===== config.mk =====
export PLATFORM = sky130hd
export DESIGN_NAME = cpu_trace_monitor_flat
export DESIGN_NICKNAME = d
export VERILOG_FILES = /design/src/rtl/cpu_trace_monitor_if.sv /design/src/rtl/cpu_trace_monitor.sv /design/src/flat_wrapper.sv
export SDC_FILE = /design/constraint.sdc
export NUM_CORES = 2
export LEC_CHECK = 0
export ABC_CLOCK_PERIOD_IN_PS = 5550
export BUFFER_PORTS_ARGS = -buffer_cell sky130_fd_sc_hd__buf_4
export CORE_MARGIN = 4
export CORE_UTILIZATION = 25
export CTS_CLUSTER_DIAMETER = 50
export DETAILED_ROUTE_END_ITERATION = 8
export PLACE_DENSITY_LB_ADDON = 0.05
export SYNTH_ARGS = -nofsm -noshare
export SYNTH_HDL_FRONTEND = slang
export SYNTH_SLANG_ARGS = --single-unit

===== constraint.sdc =====
create_clock -name clk_in -period 5.55 [get_ports clk_in]
set_input_delay 0.2775 -clock clk_in [delete_from_list [all_inputs] [get_ports clk_in]]
set_output_delay 0.2775 -clock clk_in [all_outputs]
set_load 0.02 [all_outputs]

===== src/rtl/cpu_trace_monitor_if.sv =====
// cpu_trace_monitor_if: retire/data-strobe bus from the CPU and the
// trace drain handshake (rd_req in, rd_valid + popped entry out).
interface cpu_trace_monitor_if #(
  parameter int ADDR_W = 32,
  parameter int DATA_W = 32
);
  logic              retire;
  logic [ADDR_W-1:0] pc;
  logic [DATA_W-1:0] inst;
  logic [DATA_W-1:0] alu_r;
  logic              DM_CS;
  logic              DM_R;
  logic              DM_W;
  logic              rd_req;
  logic              rd_valid;
  logic [ADDR_W-1:0] rd_pc;
  logic [DATA_W-1:0] rd_inst;
  logic [DATA_W-1:0] rd_alu;
  logic [2:0]        rd_flags;

  modport master (
    output retire, pc, inst, alu_r,
    output DM_CS, DM_R, DM_W, rd_req,
    input  rd_valid, rd_pc, rd_inst,
    input  rd_alu, rd_flags
  );

  modport slave (
    input  retire, pc, inst, alu_r,
    input  DM_CS, DM_R, DM_W, rd_req,
    output rd_valid, rd_pc, rd_inst,
    output rd_alu, rd_flags
  );
endinterface


===== src/rtl/cpu_trace_monitor.sv =====
// cpu_trace_monitor: run monitor for the single-cycle CPU. Captures
// retired instructions into a circular trace, detects pc self-loop
// halt or cycle-budget timeout, flags data-memory strobe misuse and
// lets a host drain the trace oldest-first once stopped.
// Ports: clk_in, reset (sync, active-high), start, bus (slave side of
// cpu_trace_monitor_if), running/done, sticky halted/timeout/overflow/
// proto_err, cycle_cnt (RUN cycles), count (valid trace entries).
module cpu_trace_monitor #(
  parameter int ADDR_W     = 32,
  parameter int DATA_W     = 32,
  parameter int DEPTH      = 16,
  parameter int HALT_CNT   = 4,
  parameter int MAX_CYCLES = 1024,
  localparam int PTR_W     = $clog2(DEPTH),
  localparam int CNT_W     = PTR_W + 1
) (
  input  logic             clk_in,
  input  logic             reset,
  input  logic             start,
  cpu_trace_monitor_if.slave bus,
  output logic             running,
  output logic             done,
  output logic             halted,
  output logic             timeout,
  output logic             overflow,
  output logic             proto_err,
  output logic [31:0]      cycle_cnt,
  output logic [CNT_W-1:0] count
);

  localparam int REP_W = $clog2(HALT_CNT + 1);

  typedef enum logic [1:0] {
    IDLE,
    RUN,
    STOP
  } state_t;

  typedef struct packed {
    logic [ADDR_W-1:0] pc;
    logic [DATA_W-1:0] inst;
    logic [DATA_W-1:0] alu;
    logic [2:0]        flags;
  } entry_t;

  state_t            state;
  entry_t            mem [DEPTH];
  entry_t            wr_entry;
  entry_t            rd_q;
  logic              rd_valid_q;
  logic [PTR_W-1:0]  wptr;
  logic [PTR_W-1:0]  rptr;
  logic [REP_W-1:0]  rep;
  logic [REP_W-1:0]  rep_nxt;
  logic [ADDR_W-1:0] prev_pc;
  logic              have_prev;

  logic dm_err;
  logic cap;
  logic full;
  logic same_pc;
  logic hit_halt;
  logic last_cyc;
  logic pop;
  logic restart;

  assign wr_entry = '{
    pc:    bus.pc,
    inst:  bus.inst,
    alu:   bus.alu_r,
    flags: {bus.DM_CS, bus.DM_R, bus.DM_W}
  };

  assign dm_err = bus.retire &
    ((bus.DM_R & bus.DM_W) |
     ((bus.DM_R | bus.DM_W) & ~bus.DM_CS));

  assign cap      = (state == RUN) & bus.retire;
  assign full     = (count == CNT_W'(DEPTH));
  // first retire of a run has no predecessor to compare against
  assign same_pc  = have_prev & (bus.pc == prev_pc);
  assign rep_nxt  = same_pc ? rep + REP_W'(1) : '0;
  assign hit_halt = cap & same_pc &
                    (rep_nxt == REP_W'(HALT_CNT));
  assign last_cyc = (cycle_cnt == 32'(MAX_CYCLES - 1));
  // start outranks a drain request in STOP
  assign restart  = start & (state != RUN);
  assign pop      = (state == STOP) & ~start &
                    bus.rd_req & (count != '0);

  assign bus.rd_valid = rd_valid_q;
  assign bus.rd_pc    = rd_q.pc;
  assign bus.rd_inst  = rd_q.inst;
  assign bus.rd_alu   = rd_q.alu;
  assign bus.rd_flags = rd_q.flags;

  // trace storage kept reset-free so it maps onto a plain RAM
  always_ff @(posedge clk_in) begin
    if (!reset && cap) begin
      mem[wptr] <= wr_entry;
    end
  end

  always_ff @(posedge clk_in) begin
    if (reset) begin
      state      <= IDLE;
      running    <= 1'b0;
      done       <= 1'b0;
      halted     <= 1'b0;
      timeout    <= 1'b0;
      overflow   <= 1'b0;
      proto_err  <= 1'b0;
      cycle_cnt  <= '0;
      count      <= '0;
      wptr       <= '0;
      rptr       <= '0;
      rep        <= '0;
      prev_pc    <= '0;
      have_prev  <= 1'b0;
      rd_valid_q <= 1'b0;
      rd_q       <= '0;
    end else begin
      rd_valid_q <= pop;
      proto_err  <= (proto_err & ~restart) | dm_err;
      unique case (state)
        IDLE, STOP: begin
          if (restart) begin
            state     <= RUN;
            running   <= 1'b1;
            done      <= 1'b0;
            halted    <= 1'b0;
            timeout   <= 1'b0;
            overflow  <= 1'b0;
            cycle_cnt <= '0;
            count     <= '0;
            wptr      <= '0;
            rptr      <= '0;
            rep       <= '0;
            have_prev <= 1'b0;
          end else if (pop) begin
            rd_q  <= mem[rptr];
            rptr  <= rptr + 1'b1;
            count <= count - 1'b1;
          end
        end
        RUN: begin
          if (last_cyc) begin
            timeout <= 1'b1;
          end else begin
            cycle_cnt <= cycle_cnt + 32'd1;
          end
          if (bus.retire) begin
            wptr      <= wptr + 1'b1;
            prev_pc   <= bus.pc;
            have_prev <= 1'b1;
            rep       <= rep_nxt;
            // full buffer: drop the oldest entry
            if (full) begin
              rptr     <= rptr + 1'b1;
              overflow <= 1'b1;
            end else begin
              count <= count + 1'b1;
            end
          end
          if (hit_halt) begin
            halted <= 1'b1;
          end
          if (hit_halt | last_cyc) begin
            state   <= STOP;
            running <= 1'b0;
            done    <= 1'b1;
          end
        end
        default: begin
          state   <= IDLE;
          running <= 1'b0;
          done    <= 1'b0;
        end
      endcase
    end
  end

endmodule


===== src/flat_wrapper.sv =====
// flat-port wrapper written by rule: the top's interface ports become plain ports
module cpu_trace_monitor_flat 
#(
  parameter int ADDR_W     = 32,
  parameter int DATA_W     = 32,
  parameter int DEPTH      = 16,
  parameter int HALT_CNT   = 4,
  parameter int MAX_CYCLES = 1024,
  localparam int PTR_W     = $clog2(DEPTH),
  localparam int CNT_W     = PTR_W + 1
)
  (clk_in, reset, start, running, done, halted, timeout, overflow, proto_err, cycle_cnt, count, bus_retire, bus_pc, bus_inst, bus_alu_r, bus_DM_CS, bus_DM_R, bus_DM_W, bus_rd_req, bus_rd_valid, bus_rd_pc, bus_rd_inst, bus_rd_alu, bus_rd_flags);
  cpu_trace_monitor_if #(.ADDR_W(ADDR_W), .DATA_W(DATA_W)) bus_i ();
  input  logic clk_in;
  input  logic reset;
  input  logic start;
  output logic running;
  output logic done;
  output logic halted;
  output logic timeout;
  output logic overflow;
  output logic proto_err;
  output logic [31:0] cycle_cnt;
  output logic [CNT_W-1:0] count;
  input wire logic [$bits(bus_i.retire)-1:0] bus_retire;
  input wire logic [$bits(bus_i.pc)-1:0] bus_pc;
  input wire logic [$bits(bus_i.inst)-1:0] bus_inst;
  input wire logic [$bits(bus_i.alu_r)-1:0] bus_alu_r;
  input wire logic [$bits(bus_i.DM_CS)-1:0] bus_DM_CS;
  input wire logic [$bits(bus_i.DM_R)-1:0] bus_DM_R;
  input wire logic [$bits(bus_i.DM_W)-1:0] bus_DM_W;
  input wire logic [$bits(bus_i.rd_req)-1:0] bus_rd_req;
  output wire logic [$bits(bus_i.rd_valid)-1:0] bus_rd_valid;
  output wire logic [$bits(bus_i.rd_pc)-1:0] bus_rd_pc;
  output wire logic [$bits(bus_i.rd_inst)-1:0] bus_rd_inst;
  output wire logic [$bits(bus_i.rd_alu)-1:0] bus_rd_alu;
  output wire logic [$bits(bus_i.rd_flags)-1:0] bus_rd_flags;
  assign bus_i.retire = bus_retire;
  assign bus_i.pc = bus_pc;
  assign bus_i.inst = bus_inst;
  assign bus_i.alu_r = bus_alu_r;
  assign bus_i.DM_CS = bus_DM_CS;
  assign bus_i.DM_R = bus_DM_R;
  assign bus_i.DM_W = bus_DM_W;
  assign bus_i.rd_req = bus_rd_req;
  assign bus_rd_valid = bus_i.rd_valid;
  assign bus_rd_pc = bus_i.rd_pc;
  assign bus_rd_inst = bus_i.rd_inst;
  assign bus_rd_alu = bus_i.rd_alu;
  assign bus_rd_flags = bus_i.rd_flags;
  cpu_trace_monitor #(.ADDR_W(ADDR_W), .DATA_W(DATA_W), .DEPTH(DEPTH), .HALT_CNT(HALT_CNT), .MAX_CYCLES(MAX_CYCLES)) u_core (.clk_in(clk_in), .reset(reset), .start(start), .bus(bus_i), .running(running), .done(done), .halted(halted), .timeout(timeout), .overflow(overflow), .proto_err(proto_err), .cycle_cnt(cycle_cnt), .count(count));
endmodule

After elaboration in Yosys (flattened, before gate mapping)
Memories as Yosys holds them, arrays and structs flattened. A register that Yosys moved wholly into a read port is not among the register bits.
Cells that the tools add are included.
{ "totals": {"regBits": 90, "ramBits": 1584, "elab_cells": 113, "n_memories": 1} }
{ "mem_list": {"columns": ["memory", "depth", "width", "read_ports", "rd_clocked_by_memory_dff", "write_ports", "line_no", "rtl"], "rows": [
  ["u_core.mem", 16, 99, 1, 1, 1, "cpu_trace_monitor.sv:47", "entry_t mem [DEPTH];"]
]} }
{ "op_classes": {"add_sub_neg": 6, "n_eq_ne": 16, "muxes": 40, "n_bitwise": 19, "n_reduce_logical": 16} }
{ "ops": {"columns": ["cell", "n"], "rows": [
  ["$mux 32", 2],
  ["$pmux 32 s2", 1],
  ["$add 32x1->32 const B", 1],
  ["$eq 32x10->1 const B", 1],
  ["$eq 32x32->1", 1],
  ["$mux 4", 6],
  ["$mux 5", 4],
  ["$pmux 4 s2", 2],
  ["$reduce_and 3->1", 5],
  ["$and 1x1->1", 12],
  ["$pmux 1 s2", 6],
  ["$reduce_and 4->1", 3],
  ["$mux 1", 11],
  ["$ne 2x1->1 const B", 5],
  ["$pmux 5 s2", 1],
  ["$mux 3", 3],
  ["$add 4x1->4 const B", 2],
  ["$ne 2x2->1 const B", 4],
  ["$pmux 3 s2", 1],
  ["$add 5x1->5 const B", 1],
  ["$eq 5x5->1 const B", 1],
  ["$reduce_bool 5->1", 1],
  ["$sub 5x1->5 const B", 1],
  ["$mux 2", 2],
  ["other kinds (14)", 20]
]} }

Depth between registers and ports, before layout
{ "logic_depth": {"word_depth": 8, "ltp_mapped": 9, "ltp_nobuf": 8} }

Worst setup path before layout
Ideal clock, no wire load.
{ "synth_timing": {"path_type": "flip-flop to flip-flop", "startpoint": "reg u_core.state[0]", "endpoint": "mem u_core.mem[8][0] (netlist name), enable pin", "setup_time_ps": 557, "arrival_time_ps": 5397, "required_ps": 4993, "path_slack_ps": -404, "path_stages_with_launch": 5, "n_path_buf": 1, "cell_sequence": "dfxtp_1 -> and3b_1 -> clkbuf_1 -> nand3b_1 -> nor2_1"} }
{ "synth_via": {"elab_chain_cells": 5} }
{ "synth_rtl": {"columns": ["element", "line_no", "rtl"], "rows": [
  ["start, declared", "cpu_trace_monitor.sv:46", "state_t state;"],
  ["start signal, assigned", "cpu_trace_monitor.sv:106", "state <= IDLE;"],
  ["start signal, assigned", "cpu_trace_monitor.sv:128", "state <= RUN;"],
  ["start signal, assigned", "cpu_trace_monitor.sv:169", "state <= STOP;"],
  ["$eq 2x1->1", "cpu_trace_monitor.sv:78", "assign cap = (state == RUN) & bus.retire;"],
  ["$and 1x1->1", "cpu_trace_monitor.sv:78", null],
  ["$logic_and 1x1->1", "cpu_trace_monitor.sv:99", "if (!reset && cap) begin"],
  ["$mux 1", "cpu_trace_monitor.sv:99", null],
  ["$mux 1 (implied by the code)", "cpu_trace_monitor.sv:100", "mem[wptr] <= wr_entry;"],
  ["end, declared", "cpu_trace_monitor.sv:47", null]
]} }
Every way passes these cells.

Worst setup path after layout
{ "layout_timing": {"startpoint": "reg u_core.state[0]", "endpoint": "mem u_core.mem[14][60] (netlist name), enable pin"} }
The elaborated chain is that of the path after synthesis.

==> qor.txt <==
Status - finished, final reports clean
Synth Flop Type - edfxtp_1
Ranking of synthesized cells by area - edfxtp_1, mux4_2, dfxtp_1
Startpoint Class - flip-flop
Routed vias - 32595
Seq/Total Area, Yosys - 77.0%
Clock Sinks - 1771
Synthesized cell area - 66600 um2
Core area - 265000 um2
Post-synth net total - 3095
First-pass GRT wire length - 273000 um
Setup violators final - 0
Switching power - 7030 uW
Layout cell share with drive strength beyond 1 - 33.9%
Initial drt markers - 2404
Commonest cells post-synth - edfxtp_1, mux4_2, dfxtp_1
Crit-path max cell delay - 1.00 ns
Worst setup margin - 1.90 ns
Placed Instances - 6667
Layout Skew - 0.0538 ns
Crit path depth - 4
Area Overhead vs Synth - 25.5%
Max IR drop VDD - 0.000339 V
WP data required - 6.07 ns
Highest-delay cell along the critical path - nor2_4
Sequential cell area - 51300 um2
Die X - 524 um
RSZ-0062 raised after global routing - no
Detailed placement HPWL - 98000 um
Delay-heaviest family, CP - simple AND/OR/NAND/NOR gates
Fin crit share - 65.8%
Post-cts resize count - 0
Clk pwr share - 51.8%
CTS max path bufs - 4
Fillers - 25408
Slew Viols, Final - 0
Fin util - 31.5%
Total gr overflow - 0
Mean post-synth cell area - 22.4 um2
Remaining antenna violation count after routing - 0
Multi-input gate area - 14600 um2
Die Ht - 524 um
WL per Instance - 26.5 um
FFs w/ async S/R, synth - 0%
Dominant cell type by area after synthesis - edfxtp_1
Slew of the pin with the lowest slew margin - 1.30 ns
CTS tree - yes
Final Non-Filler Cells - 7284
Largest net degree at the start of global routing - 100
Yosys warns - 0
Htree depth - 5
Number of global-route vias before repair - 36009
Crit-path max FO - 40
Rows - 189
Worst hold path depth - 2
Worst hold slack - 0.220 ns
Sequential Power Share - 43.9%
TritonRoute pass-1 iters - 5
Worst rel slew slack - 12.7%
Num CTS Buffers - 284
Port bufs - 246
Power per cell area - 398 nW/um2
Clk root buf - clkbuf_16
Setup WS pre-CTS - 1.75 ns
CP Capture Type - flip-flop
Internal Pwr Total - 26300 uW
GPL Wtd Cong - 0.710
Post-Route WL - 193000 um
Hold Crit Start - bus_inst[14]
Total GRT Usage - 13.9%
CP startpoint - u_core.state[0]$_SDFFE_PP0P_
Post-Syn Instances - 2981
Initial antenna violation count - 22
Worst skew pair latency - 0.89 ns
DRC Markers - 0
F_max - 274 MHz
FF+latch count, synth - 1771
Final #Nets - 3640
EDFF count, synth - 1584
Cell variety after synth - 57
Share of the synthesized area in the top cell type - 71.4%
Most frequent cell after synthesis - edfxtp_1
Comb power frac - 4.3%
Shortest period the worst path allows - 3.65 ns
Die area - 275000 um2
Starting Density - 25.1%
Setup slack, reg-to-reg - 1.90 ns
Crit Path Class - flip-flop to flip-flop
Post-CTS Setup Bufs - 0
Reg2Reg Launch Point - u_core.state[0]$_SDFFE_PP0P_
Worst EP arrival - 4.18 ns
R2r worst-path depth - 4
IO Pins - 247
Clock transition at path regs - 0.06 ns
Setup TNS Final - 0 ns
DR vias/cell - 4.47
Lkg Pwr - 0.0261 uW
Hold Buf Count CTS - 106
Hold Path Class - input pin to flip-flop
Switching share of power - 21.1%
Hold Vio Cnt, Final - 0
Critical path buffers and inverters - 1
Crit-path cells - and3b_2 -> nand3_1 -> nor2_4 -> buf_4
Max cap viols - 0
## cell usage in the layout (no fill, tap or decap), drive strengths merged, types with 5 or more instances in the layout
cell type and count:
a21oi 55, nand2 105, bufinv 26, clkbuf 346
or3 7, ha 10, nor3 10, nand2b 6
o211ai 5, diode 12, or4 5, nand4 10
nand3 27, dfxtp 187, dlygate4sd3 106, clkinvlp 17
xnor2 23, edfxtp 1584, o21ai 17, a22o 100
inv 49, nor2 68, mux4 495, nor4 13
xor2 26, a211oi 6, a2111oi 5, buf 312
clkinv 79
## sequential cells by signal (all words and copies together), names as in the netlist, 2 cells and up
signal,count
u_core.bus.rd_flags,3
u_core.count,5
u_core.mem,1584
u_core.rptr,4
u_core.wptr,4
u_core.cycle_cnt,32
u_core.bus.rd_alu,32
u_core.bus.rd_inst,32
u_core.bus.rd_pc,32
u_core.rep,3
u_core.prev_pc,32
u_core.state,2
## path summary, 6_finish.rpt
kind / end
max: u_core.mem[14][60]$_DFFE_PP_
max reg2reg: u_core.mem[14][60]$_DFFE_PP_
min: u_core.mem[0][49]$_DFFE_PP_
min reg2reg: u_core.prev_pc[4]$_SDFFE_PP0P_
## cell type report
type                            instances  area share, %
Antenna cell                           12         0.0359
Clock buffer                          346           9.13
Clock inverter                        153           1.96
Inverter                               18         0.0868
Multi-Input combinational cell       1033           17.5
Sequential cell                      1771           61.4
Tap cell                             3533           5.28
Timing Repair Buffer                  418           4.65
## power groups by stage
| stage | registers (uW) | clock network (uW) | logic (uW) |
|---|---|---|---|
| 3_3_place_gp | 14900 | 0 | 1380 |
| 5_1_grt | 14600 | 18400 | 1560 |
| 2_1_floorplan | 14900 | 0 | 871 |
| 4_1_cts | 14600 | 17900 | 1480 |
| 3_5_place_dp | 14900 | 0 | 1410 |
| 6_report | 14600 | 17300 | 1430 |
## cell families after synthesis
family,count (synthesis),synth area share [%]
fa+ha+maj,10,0.188
simple gates,269,1.85
xor+xnor,49,0.644
buf+inv,177,1.24
flops,1771,77.0
mux,501,16.8
compound gates,204,2.26
## layer usage
metal / wire length [um] / track usage (%) / vias up
met3: 8580 / 2.84 / 336
met5: 62 / 0 / -
met1: 89200 / 19.3 / 17693
met4: 4770 / 3.92 / 10
li1: - / - / 13778
met2: 90700 / 22.2 / 778
## metrics by stage
| step | cell area (um2) | power (uW) |
|---|---|---|
| floorplan | 66600 | 15700 |
| global placement | 73300 | 16300 |
| detailed placement | 73300 | 16300 |
| CTS | 83600 | 33900 |
| global route | 83600 | 34600 |
| finish | 83700 | 33300 |
(Power assumes the default switching activity.)
